===== src/rtl/phased_array_driver.sv =====
// Phased-array transducer driver: per-channel phase-shifted PWM inside a movable WINxWIN window, set by byte packets.
// Optional PHASED_ARRAY_ERR_CNT_EN macro enables the saturating malformed-packet counter on err_cnt.
module phased_array_driver #(
    parameter int NX      = 8,
    parameter int NY      = 8,
    parameter int WIN     = 4,
    parameter int PHASE_W = 10,
    parameter int DUTY    = 2 ** (PHASE_W - 1),
    parameter int TIMEOUT = 65535
) (
    input  logic                   clk,
    input  logic                   rst_n,
    input  logic [7:0]             rx_data,
    input  logic                   rx_valid,
    output logic [NX*NY-1:0]       wav_out,
    output logic [$clog2(NX)-1:0]  win_x,
    output logic [$clog2(NY)-1:0]  win_y,
    output logic                   pkt_ok,
    output logic                   pkt_err,
    output logic [7:0]             err_cnt
);
    localparam int NCH = NX * NY;
    localparam int XW  = $clog2(NX);
    localparam int YW  = $clog2(NY);
    localparam int IW  = $clog2(NCH);
    localparam int TW  = $clog2(TIMEOUT + 1);
    localparam logic [XW-1:0]      X_MAX   = XW'(NX - WIN);
    localparam logic [YW-1:0]      Y_MAX   = YW'(NY - WIN);
    localparam logic [XW-1:0]      X_RST   = XW'((NX - WIN) / 2);
    localparam logic [YW-1:0]      Y_RST   = YW'((NY - WIN) / 2);
    localparam logic [PHASE_W:0]   DUTY_V  = (PHASE_W + 1)'(DUTY);
    localparam logic [TW-1:0]      TMO_END = TW'(TIMEOUT - 1);

    typedef enum logic [1:0] {IDLE, CMD, ARG, END} state_t;

    state_t               state;
    logic [7:0]           cmd;
    logic [7:0]           arg;
    logic [TW-1:0]        tmo;
    logic [IW-1:0]        idx;
    logic [PHASE_W-1:0]   cnt;
    logic [PHASE_W-1:0]   gphase_sh;
    logic [PHASE_W-1:0]   gphase;
    logic [PHASE_W-1:0]   chphase_sh [NCH];
    logic [PHASE_W-1:0]   chphase    [NCH];
    logic [XW-1:0]        win_x_sh;
    logic [YW-1:0]        win_y_sh;
    logic [NCH-1:0]       wav_next;
    logic                 cmd_known;
    logic                 pkt_bad;

    function automatic logic [PHASE_W-1:0] scale(input logic [7:0] a);
        return PHASE_W'(a) << (PHASE_W - 8);
    endfunction

    always_comb begin
        cmd_known = 1'b0;
        case (cmd)
            8'h41, 8'h44, 8'h57, 8'h53, 8'h50, 8'h49, 8'h56: cmd_known = 1'b1;
            default: cmd_known = 1'b0;
        endcase
        pkt_bad = (rx_data != 8'h3C) || !cmd_known || (cmd == 8'h49 && 32'(arg) >= NCH);
    end

    // Parser: bytes land in shadow registers; nothing visible changes until the period boundary.
    always_ff @(posedge clk or negedge rst_n) begin
        if (!rst_n) begin
            state     <= IDLE;
            cmd       <= '0;
            arg       <= '0;
            tmo       <= '0;
            idx       <= '0;
            pkt_ok    <= 1'b0;
            pkt_err   <= 1'b0;
            gphase_sh <= '0;
            win_x_sh  <= X_RST;
            win_y_sh  <= Y_RST;
            for (int i = 0; i < NCH; i++) chphase_sh[i] <= '0;
        end else begin
            pkt_ok  <= 1'b0;
            pkt_err <= 1'b0;
            if (rx_valid) begin
                tmo <= '0;
                case (state)
                    IDLE: if (rx_data == 8'hFF) state <= CMD;
                    CMD: begin
                        cmd   <= rx_data;
                        state <= ARG;
                    end
                    ARG: begin
                        arg   <= rx_data;
                        state <= END;
                    end
                    END: begin
                        state <= IDLE;
                        if (pkt_bad) begin
                            pkt_err <= 1'b1;
                        end else begin
                            pkt_ok <= 1'b1;
                            case (cmd)
                                8'h41: begin
                                    if (win_x_sh != '0) win_x_sh <= win_x_sh - 1'b1;
                                    gphase_sh <= scale(arg);
                                end
                                8'h44: begin
                                    if (win_x_sh < X_MAX) win_x_sh <= win_x_sh + 1'b1;
                                    gphase_sh <= scale(arg);
                                end
                                8'h57: begin
                                    if (win_y_sh != '0) win_y_sh <= win_y_sh - 1'b1;
                                    gphase_sh <= scale(arg);
                                end
                                8'h53: begin
                                    if (win_y_sh < Y_MAX) win_y_sh <= win_y_sh + 1'b1;
                                    gphase_sh <= scale(arg);
                                end
                                8'h50: gphase_sh <= scale(arg);
                                8'h49: idx <= IW'(arg);
                                8'h56: begin
                                    chphase_sh[idx] <= scale(arg);
                                    idx <= (idx == IW'(NCH - 1)) ? '0 : idx + 1'b1;
                                end
                                default: ;
                            endcase
                        end
                    end
                    default: state <= IDLE;
                endcase
            end else if (state != IDLE) begin
                if (tmo == TMO_END) begin
                    state   <= IDLE;
                    tmo     <= '0;
                    pkt_err <= 1'b1;
                end else begin
                    tmo <= tmo + 1'b1;
                end
            end
        end
    end

    // Carrier counter; active settings are reloaded on the cycle it wraps so no period is ever split.
    always_ff @(posedge clk or negedge rst_n) begin
        if (!rst_n) begin
            cnt    <= '0;
            gphase <= '0;
            win_x  <= X_RST;
            win_y  <= Y_RST;
            for (int i = 0; i < NCH; i++) chphase[i] <= '0;
        end else begin
            cnt <= cnt + 1'b1;
            if (cnt == '1) begin
                gphase <= gphase_sh;
                win_x  <= win_x_sh;
                win_y  <= win_y_sh;
                for (int i = 0; i < NCH; i++) chphase[i] <= chphase_sh[i];
            end
        end
    end

    always_comb begin
        wav_next = '0;
        for (int y = 0; y < NY; y++) begin
            for (int x = 0; x < NX; x++) begin
                wav_next[y*NX+x] = (x >= int'(win_x)) && (x <= int'(win_x) + WIN - 1) &&
                                   (y >= int'(win_y)) && (y <= int'(win_y) + WIN - 1) &&
                                   ({1'b0, PHASE_W'(cnt + gphase + chphase[y*NX+x])} < DUTY_V);
            end
        end
    end

    always_ff @(posedge clk or negedge rst_n) begin
        if (!rst_n) wav_out <= '0;
        else        wav_out <= wav_next;
    end

`ifdef PHASED_ARRAY_ERR_CNT_EN
    always_ff @(posedge clk or negedge rst_n) begin
        if (!rst_n)                          err_cnt <= '0;
        else if (pkt_err && err_cnt != 8'hFF) err_cnt <= err_cnt + 1'b1;
    end
`else
    assign err_cnt = '0;
`endif

endmodule


===== config.mk =====
export PLATFORM = sky130hd
export DESIGN_NAME = phased_array_driver
export DESIGN_NICKNAME = d
export VERILOG_FILES = /design/src/rtl/phased_array_driver.sv
export SDC_FILE = /design/constraint.sdc
export NUM_CORES = 2
export LEC_CHECK = 0
export ABC_AREA = 1
export CORE_MARGIN = 2
export CORE_UTILIZATION = 60
export CTS_BUF_LIST = sky130_fd_sc_hd__clkbuf_16
export CTS_CLUSTER_SIZE = 40
export DETAILED_ROUTE_END_ITERATION = 16
export GPL_TIMING_DRIVEN = 0
export PLACE_DENSITY = 0.86
export SETUP_SLACK_MARGIN = 0.3
export SYNTH_ARGS = -nofsm -noshare
export SYNTH_HDL_FRONTEND = slang
export SYNTH_SLANG_ARGS = --single-unit

===== constraint.sdc =====
create_clock -name clk -period 5.9 [get_ports clk]
set_input_delay 0.885 -clock clk [delete_from_list [all_inputs] [get_ports clk]]
set_output_delay 0.885 -clock clk [all_outputs]
set_load 0.01 [all_outputs]

==> metrics.md <==
| Metric | Value |
|---|---|
| Worst Setup Start Kind | `register` |
| Final wirelength | `164,200 um` |
| Leak | `34.05 nW` |
| DRC | `0` |
| Multi-input logic area | `22,850 sq um` |
| Placer Congestion | `0.8785` |
| Crit path launch | `cnt[2]` |
| FILL cells | `6,442` |
| Global route overflow | `0` |
| Initial Utilization | `60.44%` |
| Num ports | `91` |
| Max-slew violations | `32` |
| R2r startpoint | `cnt[2]` |
| Global-route wire length before repair | `256,900 um` |
| CP Capture Type | `register` |
| Post-CTS setup buffers | `0` |
| Final Hold Fails | `0` |
| PwrDens | `273.8 nW/um^2` |
| Yosys top cell by area | `dfrtp_1` |
| Dpl ws | `1.812 ns` |
| F_max | `231.1 MHz` |
| Syn avg cell area | `9.099 sq um` |
| Clock power share | `44.0%` |
| Crit path required time | `6.45 ns` |
| Seq cells post-synth | `1,168` |
| Final Worst Setup Slack | `1.574 ns` |
| P_int | `0.01261 W` |
| Hold_ws | `0.1111 ns` |
| Worst skew pair latency | `0.75 ns` |
| Worst hold path type | `input pin to async pin` |
| Setup tns final | `0 ns` |
| Max_slew headroom | `-2.093%` |
| Sw Pwr | `0.004799 W` |
| Register area share after synthesis | `51.91%` |
| Max clock buf depth | `3` |
| Clock slew at reported path FFs | `0.06 ns` |
| Sequential share of power | `46.9%` |
| Synth cell types | `48` |
| CTS Root Cell | `clkbuf_16` |
| Cts repair resizes | `0` |
| PortBufs | `81` |
| Syn Inst Count | `6,190` |
| Net count, final | `6,861` |
| Wire per inst | `21.07 um` |
| Most common flop cell mapped by yosys | `dfrtp_1` |
| Worst-margin pin slew | `1.531 ns` |
| CP dominant cell by count | `nand2_1` |
| Layout cell share with drive strength beyond 1 | `6.123%` |
| Post-route ant nets | `0` |
| DR pass1 iterations | `6` |
| Chip Width | `310.4 um` |
| Synth top area share | `51.72%` |
| Outcome | `finished, violations left` |
| CTS tree | `done` |
| Post-DP HPWL | `103,300 um` |
| Fin crit share | `73.33%` |
| CP max FO | `37` |
| Post-Layout Cell Count | `7,792` |
| Row cnt | `112` |
| Die Ht | `310.4 um` |
| Slowest CP cell | `inv_4` |
| Final Setup Violations | `0` |
| Maximum vdd drop | `268.5 uV` |
| Async SR Flop Fraction | `100.0%` |
| Die ar. | `96,330 sq um` |
| Synth warn | `0` |
| Logic pwr share | `9.1%` |
| Initial drt markers | `5,290` |
| Area Growth Syn to Fin | `12.88%` |
| Minimum clock period | `4.326 ns` |
| Crit path DAT | `4.88 ns` |
| Net Sw Frac | `27.57%` |
| Post-synth EDFFs | `0` |
| Synthesized cell area | `56,320 sq um` |
| Vias in the first global route | `47,433` |
| Reg area | `29,230 sq um` |
| Hold-fix buffers, CTS | `0` |
| Top post-synthesis cells by area | `dfrtp_1, nand2_1, ha_1` |
| Max incr delay on CP | `0.52 ns` |
| Vias per std cell | `6.001` |
| CTS Sinks | `1,168` |
| CTS buffer count | `117` |
| Largest net degree at the start of global routing | `181` |
| GRT Total Usage | `34.69%` |
| Max-cap viol count | `3` |
| Critical path class | `register to register` |
| RSZ-0062 raised after global routing | `false` |
| Worst Skew | `0.05643 ns` |
| Initial antenna violation count | `7` |
| Cell Count Post-Placement | `7,567` |
| CTS H-tree lvls | `3` |
| Via count | `46,758` |
| Critical Path, Cell by Cell | `ha_1, fa_4, nand3_1, nand2_1, xnor2_1, inv_4, buf_16, ha_1, a21oi_1, o21a_1, nand2_1, or2_2, nand2_1, nand2_1, a21oi_1` |
| Violated checks | `capacitance limit, slew limit` |
| CORE AREA | `93,190 sq um` |
[cell families (layout without fill, tap and decap cells)]
group	count (synthesis)	count (layout)	synth area share, %
fa+ha+maj	418	418	9.326
compound gates	1429	1429	13.08
flops	1168	1168	51.91
mux	8	8	0.1600
simple gates	2121	2121	17.29
xor+xnor	26	26	0.4043
buf+inv	1019	1355	7.829
other cells	1	13	0.006658
[per-layer routing]
metal  GRT usage, %  share of wire [%]  vias to the layer above
met5              0              0.040                        -
met4          23.68                7.6                        8
met3          10.09                 12                      807
met2          53.35                 45                     2624
met1          42.50                 36                    22600
li1               -                  -                    20719
[Yosys cell counts (5+ instances only)]
master	count
nor2_1	124
o21a_1	65
a21oi_1	270
nor2_2	6
nand3_1	96
o21ai_0	632
a21o_1	6
xnor2_1	11
nand2_1	1593
inv_2	7
dfrtp_1	1164
clkbuf_1	194
or2_2	6
buf_2	5
buf_6	60
inv_1	729
nor3_1	29
mux2_2	8
nand4_1	139
buf_12	6
ha_1	415
buf_4	8
nand3b_1	58
nor2_8	60
buf_1	7
o21ai_1	440
xor2_1	15
[area by class of cell]
cell class	count	share of cell area, %
diodes	5	0.01968
plain buffers	280	2.578
clock buffers	119	4.684
clock inverters	101	1.454
inverters	739	4.367
multi-input cells	4010	35.95
flip-flops and latches	1168	45.98
well taps	1254	2.468
repair buffers	116	2.498
[critical path: cells and delay by family (launching register included)]
kind / cells / cell delay [ns]
xor gates and xnor gates: 1 / 0.17
and+or+nand+nor: 6 / 0.74
adders and majority gates: 3 / 1.08
AOI/OAI and AO/OA: 3 / 0.81
DFF: 1 / 0.43
buffers and inverters: 2 / 0.90
[placed cells by master, fill, tap and decap left out, types with 28 or more instances in the layout]
cell type,n
nand2_1,1593
dfrtp_1,1164
inv_1,746
o21ai_0,632
o21ai_1,440
ha_1,415
a21oi_1,268
clkbuf_1,193
nand4_1,139
nor2_1,124
clkbuf_16,119
nand3_1,96
clkdlybuf4s50_1,80
o21a_1,65
buf_6,61
nor2_8,60
nand3b_1,58
clkinv_1,33
nor3_1,28
[flip-flops by register name (all words and copies together), names as in the netlist, 2 cells and up]
signal,cells
arg,8
chphase,512
chphase_sh,512
cmd,8
cnt,10
gphase,8
gphase_sh,8
idx,6
state,2
tmo,16
wav_out,64
win_x,3
win_x_sh,3
win_y,3
win_y_sh,3
[power groups by stage]
stage	combinational (W)	clock (W)	sequential [W]
after detailed placement	0.00151	0	0.00830
after CTS	0.00152	0.00763	0.00815
after global placement	0.00147	0	0.00834
after floorplan	0.000589	0	0.00827
final	0.00159	0.00766	0.00816
after global routing	0.00163	0.00798	0.00816
[final timing paths]
check,endpoint,slack [ns],cells past startpoint
min reg2reg,gphase_sh[5],0.48,2
max in group asynchronous,chphase_sh[243],3.38,4
min in group clk,gphase_sh[5],0.48,2
max reg2reg,wav_out[4],1.57,15
max,wav_out[4],1.57,15
min,chphase_sh[523],0.11,1
[metrics by stage]
stage          instance area [sq um]  power [W]  utilization (%)
3_3_place_gp                   58730   0.009809            63.02
5_1_grt                        63560    0.01777            68.21
3_5_place_dp                   59660   0.009801            64.02
4_1_cts                        63560    0.01730            68.21
6_report                       63570    0.01741            68.22
2_1_floorplan                  56350   0.008860                -
Power figures use the tool's default switching activity.
